$ cat config.mk
export PLATFORM = sky130hd
export DESIGN_NAME = nibble_cascade_comp
export DESIGN_NICKNAME = d
export VERILOG_FILES = /design/src/rtl/nibble_cascade_comp.sv
export SDC_FILE = /design/constraint.sdc
export NUM_CORES = 1
export LEC_CHECK = 0
export CELL_PAD_IN_SITES_DETAIL_PLACEMENT = 1
export CELL_PAD_IN_SITES_GLOBAL_PLACEMENT = 2
export CORE_ASPECT_RATIO = 1.4
export CORE_MARGIN = 5
export CORE_UTILIZATION = 23
export CTS_CLUSTER_SIZE = 28
export DETAILED_ROUTE_END_ITERATION = 12
export PLACE_DENSITY_LB_ADDON = 0.1
export SYNTH_ARGS = -nofsm -noshare
export SYNTH_HDL_FRONTEND = slang
export SYNTH_SLANG_ARGS = --single-unit
$ cat constraint.sdc
create_clock -name clk -period 1.1 [get_ports clk]
set_input_delay 0.22 -clock clk [delete_from_list [all_inputs] [get_ports clk]]
set_output_delay 0.22 -clock clk [all_outputs]
set_load 0.005 [all_outputs]
$ cat src/rtl/nibble_cascade_comp.sv
// Nibble-serial magnitude comparator stage: folds NIBBLES per-nibble g/l/e results
// (MSB first) into one registered word verdict, returned over a valid/ready handshake.
module nibble_cascade_comp #(
  parameter int NIBBLES = 4
) (
  input  logic clk,
  input  logic rst_n,
  input  logic in_valid,
  output logic in_ready,
  input  logic g_in,
  input  logic l_in,
  input  logic e_in,
  output logic out_valid,
  input  logic out_ready,
  output logic G,
  output logic L,
  output logic E,
  output logic err
);

  localparam int CW = (NIBBLES > 1) ? $clog2(NIBBLES) : 1;
  localparam logic [CW-1:0] LAST = CW'(NIBBLES - 1);

  typedef enum logic {ACC, HOLD} state_t;

  state_t        r_state, w_state_nx;
  logic [CW-1:0] r_cnt, w_cnt_nx;
  logic          r_dec, w_dec_nx;
  logic          r_gacc, w_gacc_nx;
  logic          r_lacc, w_lacc_nx;
  logic          r_eacc, w_eacc_nx;
  logic          r_g, w_g_nx;
  logic          r_l, w_l_nx;
  logic          r_e, w_e_nx;
  logic          r_err, w_err_nx;
  logic          w_onehot;

  assign w_onehot = (g_in & ~l_in & ~e_in) | (~g_in & l_in & ~e_in) | (~g_in & ~l_in & e_in);

  always_ff @(posedge clk) begin
    if (!rst_n) begin
      r_state <= ACC;
      r_cnt   <= '0;
      r_dec   <= 1'b0;
      r_gacc  <= 1'b0;
      r_lacc  <= 1'b0;
      r_eacc  <= 1'b0;
      r_g     <= 1'b0;
      r_l     <= 1'b0;
      r_e     <= 1'b0;
      r_err   <= 1'b0;
    end else begin
      r_state <= w_state_nx;
      r_cnt   <= w_cnt_nx;
      r_dec   <= w_dec_nx;
      r_gacc  <= w_gacc_nx;
      r_lacc  <= w_lacc_nx;
      r_eacc  <= w_eacc_nx;
      r_g     <= w_g_nx;
      r_l     <= w_l_nx;
      r_e     <= w_e_nx;
      r_err   <= w_err_nx;
    end
  end

  // r_eacc accumulates encoding errors across the word; r_err is the presented copy.
  always_comb begin
    w_state_nx = r_state;
    w_cnt_nx   = r_cnt;
    w_dec_nx   = r_dec;
    w_gacc_nx  = r_gacc;
    w_lacc_nx  = r_lacc;
    w_eacc_nx  = r_eacc;
    w_g_nx     = r_g;
    w_l_nx     = r_l;
    w_e_nx     = r_e;
    w_err_nx   = r_err;
    case (r_state)
      ACC: begin
        if (in_valid) begin
          if (!r_dec && g_in) begin
            w_gacc_nx = 1'b1;
            w_lacc_nx = 1'b0;
            w_dec_nx  = 1'b1;
          end else if (!r_dec && l_in) begin
            w_gacc_nx = 1'b0;
            w_lacc_nx = 1'b1;
            w_dec_nx  = 1'b1;
          end
          w_eacc_nx = r_eacc | ~w_onehot;
          if (r_cnt == LAST) begin
            w_state_nx = HOLD;
            w_cnt_nx   = '0;
            w_g_nx     = w_gacc_nx;
            w_l_nx     = w_lacc_nx;
            w_e_nx     = ~w_dec_nx;
            w_err_nx   = w_eacc_nx;
          end else begin
            w_cnt_nx = r_cnt + 1'b1;
          end
        end
      end
      HOLD: begin
        if (out_ready) begin
          w_state_nx = ACC;
          w_dec_nx   = 1'b0;
          w_gacc_nx  = 1'b0;
          w_lacc_nx  = 1'b0;
          w_eacc_nx  = 1'b0;
          w_g_nx     = 1'b0;
          w_l_nx     = 1'b0;
          w_e_nx     = 1'b0;
          w_err_nx   = 1'b0;
        end
      end
      default: w_state_nx = ACC;
    endcase
  end

  assign in_ready  = (r_state == ACC);
  assign out_valid = (r_state == HOLD);
  assign G         = r_g;
  assign L         = r_l;
  assign E         = r_e;
  assign err       = r_err;

endmodule

# Yosys cells after proc, flatten, opt, wreduce, memory -nomap -nowiden
# Index checks and enable logic that the tools add are counted.
# totals
mem_bits_rw,0
latch_bits,0
mem_bits_ro,0
in_bits,7
elab_cells,70
mem_count,0
out_inout_bits,6
regBits,11
# op_classes
addsub,1
eq_ne,4
shift,0
div_mod_pow,0
magnitude_cmp,0
multipliers,0
muxes,34
bitwise_logic,15
reduce_logical,6
# op_table
operator,count
two-way mux 1 bit,24
case mux 1 bit (2 select lines),9
AND 1 bit,6
inverter 1 bit,6
!= test 2 bit (second input constant),2
AND reduction 2 bit,2
OR 1 bit,3
AND reduction 3 bit,1
adder 2 x 1 -> 2 bit (second input constant),1
== test 2 bit (second input constant),1
logical AND 1 bit,2
two-way mux 2 bit,1
!= test 2 x 1 -> 1 bit (second input constant),1
zero test 1 bit,1

# Depth between registers and ports, before layout
# Gate-level depths: netlist (run 1).
# depth
word_depth,10
depth_mapped,5
ltp_nobuf,5

# Worst setup path after synthesis (run 1)
# Ideal clock, no wire load.
# synth_path
kind,reg-to-reg
start,register r_cnt[0]
end,"register r_err, in the netlist err"
period_less_slack_ps,1121
slack_ps,-21
path_stages_with_launch,4
setup_ps,122
required_time_ps,978
arrival_time_ps,999
n_path_buf,0
path_cell_list,dfxtp_1 -> ha_1 -> nand3b_2 -> o311a_1
# synth_between
elab_chain_cells,3
# synth_rtl
element,line,rtl
from (decl),27,"logic [CW-1:0] r_cnt, w_cnt_nx;"
from (signal assigned),54,r_cnt <= w_cnt_nx;
== test 2 bit,91,if (r_cnt == LAST) begin
!= test 2 x 1 -> 1 bit (no line),--,
AND reduction 3 bit (no line),--,
to (signal assigned),62,r_err <= w_err_nx;
to (decl),35,"logic r_err, w_err_nx;"
# No other way between the ends.
# A chain may end at the register's enable or synchronous reset.

# Worst setup path in the final report (run 1)
# layout_path
start,"register r_state, in the netlist out_valid"
end,output in_ready
# layout_between
elab_chain_cells,1
# layout_rtl
element,line,rtl
from (decl),26,"state_t r_state, w_state_nx;"
from (signal assigned),53,r_state <= w_state_nx;
inverter 1 bit (no line),--,
to (decl),9,"output logic in_ready,"
# No other way between the ends.

==> results of run 1 <==
## synthesized netlist by cell type
library cell / instances / area [µm²]
nand2_1: 12 / 45.0
dfxtp_1: 11 / 220
nand3_1: 7 / 35.0
a21boi_0: 4 / 30.0
o21ai_0: 4 / 20.0
inv_1: 3 / 11.3
a21boi_1: 2 / 15.0
nand2b_1: 2 / 12.5
nor2b_1: 2 / 12.5
a21oi_1: 1 / 5.00
a221oi_1: 1 / 8.76
a22o_2: 1 / 10.0
a31oi_1: 1 / 6.26
and2_1: 1 / 6.26
and2b_1: 1 / 7.51
buf_2: 1 / 5.00
ha_1: 1 / 12.5
nand3b_2: 1 / 11.3
nor3_1: 1 / 5.00
nor4_1: 1 / 6.26
o311a_1: 1 / 10.0
xor2_1: 1 / 8.76
## flip-flops by register name, summed over array words and instances (netlist names)
register / flops
r_lacc: 1
r_eacc: 1
G: 1
r_dec: 1
L: 1
out_valid: 1
E: 1
r_gacc: 1
r_cnt: 2
err: 1
## through the flow
stage | hold WS (ps) | area [µm²]
floorplan | 373 | 515
global placement | 454 | 711
detailed placement | 453 | 711
CTS | 465 | 820
global route | 479 | 877
finish | 460 | 877
## worst paths after layout
path | endpoint | slack, ps | depth (start not counted)
worst min register to register | r_eacc | 460 | 2
worst max-delay path | in_ready | -80 | 4
worst max register to register | r_eacc | -30 | 6
worst min-delay path | r_eacc | 460 | 2
## routing by layer
metal,up-vias,track usage,wire length [µm]
met4,0,0.0492,15
met5,-,0,0
met2,6,0.151,749
li1,265,-,-
met3,2,0.0317,51
met1,255,0.116,618
## power groups by stage
stage	Sequential, µW	Combinational (µW)	Clock (µW)
finish	427	152	279
global route	430	169	328
CTS	427	137	298
detailed placement	436	120	0
global placement	436	119	0
floorplan	434	57.7	0
## cell families after synthesis
kind of cell / after synthesis
flops: 11
compound gates: 15
fa+ha+maj: 1
buf+inv: 4
simple gates: 28
xor+xnor: 1
## final cells by class
cell class	count	area, µm²	area share
clock buffer	4	26.3	0.0300
timing repair buffer	25	229	0.261
tap	22	27.5	0.0314
multi-input combinational	45	352	0.401
sequential	11	229	0.261
inverter	3	13.8	0.0157
## cell usage in the layout, fill, tap and decap left out, types with 3 or more instances in the layout
cell type,n
a21boi_1,6
buf_4,7
buf_6,7
clkbuf_4,3
clkdlybuf4s50_1,3
dfxtp_1,6
dfxtp_2,4
dlygate4sd2_1,6
nand2_1,9
nand2_2,3
nand3_1,5
## worst max-delay path: stages, from the launching register on
cell and delay (ps):
dfxtp_4 350, buf_6 120, buf_6 110, inv_4 40, buf_6 80
## repair_timing
item                                    4_1_cts  5_1_grt
pin swaps                                     3        8
buffers inserted                              5        1
hold endpoints to repair                      0        0
gates cloned                                  0        0
hold buffers                                  0        0
endpoints found under the setup margin       15       15
resized for setup                            36       14
==> qor.yml, run 1 <==
power_and_ir_drop:
  netSwitchingFraction: 0.258
  cellLeakagePower_uw: 0.000396
  combinationalPowerShare: 0.177
  p_seq_frac: 0.498
  powerDensity_nw_per_um2: 979
  vdd_drop_max_mv: 0.572
  switchingPower_uw: 221
  clockPowerShare: 0.325
  p_int_uw: 637
  power_uw: 859
status:
  violations: "negative setup slack"
  status: "finished, violations left"
placed_design:
  portBuffers: 12
  dp.cells: 100
  dp_slack_ps: -425
  gp_congestion: 0.685
  dp_hpwl_mm: 1.01
synthesis:
  syn_inst: 60
  synth.distinct_cells: 22
  synth-simple-area-share: 0.280
  synth_compound_gate_area_share: 0.208
  synth.cell_area_um2: 504
  yosysSeqAreaShare: 0.437
  syn-num-nets: 68
  synthXorXnorAreaFrac: 0.0174
  synth_top_family_by_area: "simple AND/OR/NAND/NOR gates"
  syn_avg_cell_area_um2: 8.40
  synthAdderAreaFrac: 0.0248
  synth_warnings: 0
  synth.area.mux_share: 0
  ys_ff_latch: 11
clock_network:
  clkLatencyLatePin_ps: 260
  cts_tree: "yes"
  cts.clk_slew.worst_paths_ps: 80
  cts_sinks: 11
  cts.htree.levels: 1
  cts_buffer_depth: 2
  cts_made_buffers: 3
  root_buffer: "clkbuf_4"
setup_path:
  end_kind: "output port"
  startpoint: "out_valid"
  r2r-start: "out_valid"
  cp.required_ps: 880
  worst_ep_arrival_time_ps: 960
  crit_type: "reg -> out"
  worstSetupStartpointType: "flop"
  crit_fanout: 3
floorplan:
  fp.dieArea_um2: 3240
  ios: 13
  die_height_um: 65.4
  initial_core_util: 0.237
  placementRows: 20
  core_area_um2: 2130
  fp.dieW_um: 49.6
route:
  finalWirelength_mm: 1.43
  vias: 528
  wire_per_inst_um: 13.0
  drtPass1Iterations: 3
  viasPerCell: 4.80
  drtIter0Drc: 4
  drc: 0
  ant_nets: 0
timing:
  max-slew-margin-rel: 0.783
  finalCritPeriodShare: 1.08
  finalHoldViolCount: 0
  final.min_clock_period_ps: 1180
  tightest_slew_ps: 326
  finalSetupViolCount: 6
  fin_tns_setup_ps: -187
  skew_ps: 4.17
  timing.fmax_mhz: 845
  maxSlewViolCount: 0
  rsz0062_at_grt: "yes"
  worst_slack_ps: -83.6
cells_and_area:
  num_antenna_cells: 0
  nFillCells: 248
  syn_to_final_growth_pct: 73.9
  drive_above_1_share: 0.432
  stdcell_count: 110
  nets: 97
  final_core_utilization: 0.412
grt:
  grt_pass1_wl_mm: 2.39
  grt_pass1_vias: 513
  grt_max_degree: 11
  grtUsageTotal: 0.0967
  overflow: 0
  antenna_found_initial: 0
hold_path:
  hold_class: "reg -> reg"
  worstHoldStart: "r_eacc"
flow_run:
  cap_violations: 0
No activity file was read; power rests on OpenSTA's default activity.
==> run 2, diff against run 1 <==
CTS_CLUSTER_DIAMETER = 120   (was default)
SLEW_MARGIN = 5   (was default)
==> results of run 2 <==
Final layout, timing and power as in run 1 (identical DEF).
==> run 3, diff against run 2 <==
SKIP_LAST_GASP = 1   (was default)
==> qor.yml, run 3 (same netlist as run 1, synthesis figures left out) <==
floorplan:
  core_area_um2: 2130
  ios: 13
  fp.dieArea_um2: 3240
  die_height_um: 65.4
  initial_core_util: 0.237
  placementRows: 20
  fp.dieW_um: 49.6
cells_and_area:
  largest-register: "r_cnt"
  final_cell_mix: "9 x nand2_1, 7 x buf_6, 7 x buf_4"
  syn_to_final_growth_pct: 73.9
  num_antenna_cells: 0
  final_core_utilization: 0.412
  final_area_um2: 877
  nFillCells: 252
  largest_reg_flops: 2
  drive_above_1_share: 0.432
  nets: 97
  final_common_cell: "nand2_1"
clock_network:
  cts.clk_slew.worst_paths_ps: 80
  cts_made_buffers: 3
  cts_tree: "yes"
  clkLatencyLatePin_ps: 270
  root_buffer: "clkbuf_4"
  cts.htree.levels: 1
  ctsHoldBuffers: 0
  cts_sinks: 11
  cts_buffer_depth: 2
route:
  viasPerCell: 4.80
  ant_nets: 0
  drtPass1Iterations: 3
  wl_met3_um: 51
  wl_met1_um: 626
  top_layer_used: "met4"
  finalWirelength_mm: 1.46
  vias: 528
  drc: 0
  drtIter0Drc: 4
  wire_per_inst_um: 13.2
  met2_length_um: 761
power_and_ir_drop:
  switchingPower_uw: 222
  powerDensity_nw_per_um2: 980
  p_int_uw: 637
  combinationalPowerShare: 0.177
  vdd_drop_max_mv: 0.572
  power_uw: 860
  netSwitchingFraction: 0.259
  clockPowerShare: 0.326
  cellLeakagePower_uw: 0.000396
  p_seq_frac: 0.497
placed_design:
  portBuffers: 12
  place_area_um2: 711
  gp_congestion: 0.685
  dp_hpwl_mm: 1.01
timing:
  fin_tns_setup_ps: -217
  finalCritPeriodShare: 1.08
  whs_ps: 460
  timing.fmax_mhz: 842
  finalSetupViolCount: 6
  worst_slack_ps: -87.2
  rsz0062_at_grt: "yes"
  tightest_slew_ps: 326
  max-slew-margin-rel: 0.783
  maxSlewViolCount: 0
  final.min_clock_period_ps: 1190
  skew_ps: 4.39
  finalHoldViolCount: 0
hold_path:
  hold_class: "reg -> reg"
  worstHoldStart: "r_eacc"
  hold_depth: 2
grt:
  grtUsageTotal: 0.0958
  grt_pass1_vias: 506
  grt_pass1_wl_mm: 2.36
  grt_max_degree: 11
  antenna_found_initial: 0
  overflow: 0
setup_path:
  crit_type: "reg -> out"
  ff2ff_path_depth: 6
  startpoint: "out_valid"
  r2r-start: "out_valid"
  worst_ep_arrival_time_ps: 970
  r2r_slack_ps: -40
  cp.required_ps: 880
  end_kind: "output port"
  worstSetupStartpointType: "flop"
  crit_fanout: 3
status:
  status: "finished, violations left"
  violations: "negative setup slack"
flow_run:
  cap_violations: 0
==> run 3: cell counts in the layout (fill, tap and decap cells not counted) <==
No cell type changed its count.
==> run 3: worst paths after layout <==
path	end
worst max register to register	r_eacc
worst max-delay path	in_ready
worst min-delay path	r_eacc
worst min register to register	r_eacc
==> run 3: final cells by class <==
cell class | count | area (µm²) | area share
multi-input cells | 45 | 352 | 0.401
inverters | 3 | 13.8 | 0.0157
clock buffers | 4 | 26.3 | 0.0300
well taps | 22 | 27.5 | 0.0314
repair buffers | 25 | 229 | 0.261
flip-flops and latches | 11 | 229 | 0.261
==> run 3: metrics by stage <==
step	setup slack, ps	cells
6_report	-87.2	110
3_3_place_gp	-422	100
5_1_grt	-136	110
4_1_cts	-133	109
2_1_floorplan	5.95	60
3_5_place_dp	-425	100
==> run 3: timing repair <==
item / CTS / global route
resized for setup: 34 / 16
buffers inserted: 5 / 1
pin swaps: 3 / 8
setup endpoints to repair: 15 / 15
==> run 3: power groups by stage <==
stage	clock network [µW]	registers (µW)	logic [µW]
finish	280	427	152
detailed placement	0	436	120
CTS	298	427	137
floorplan	0	434	57.7
global route	328	430	169
global placement	0	436	119
==> run 3: critical path: stages (launching register included) <==
cell,delay (ps)
dfxtp_4,350
buf_6,120
buf_6,110
inv_4,40
buf_6,80
==> run 3: per-layer routing <==
metal	vias to the layer above	track usage
met2	6	0.148
met5	-	0
met4	0	0.0492
met3	2	0.0317
met1	255	0.116
li1	265	-
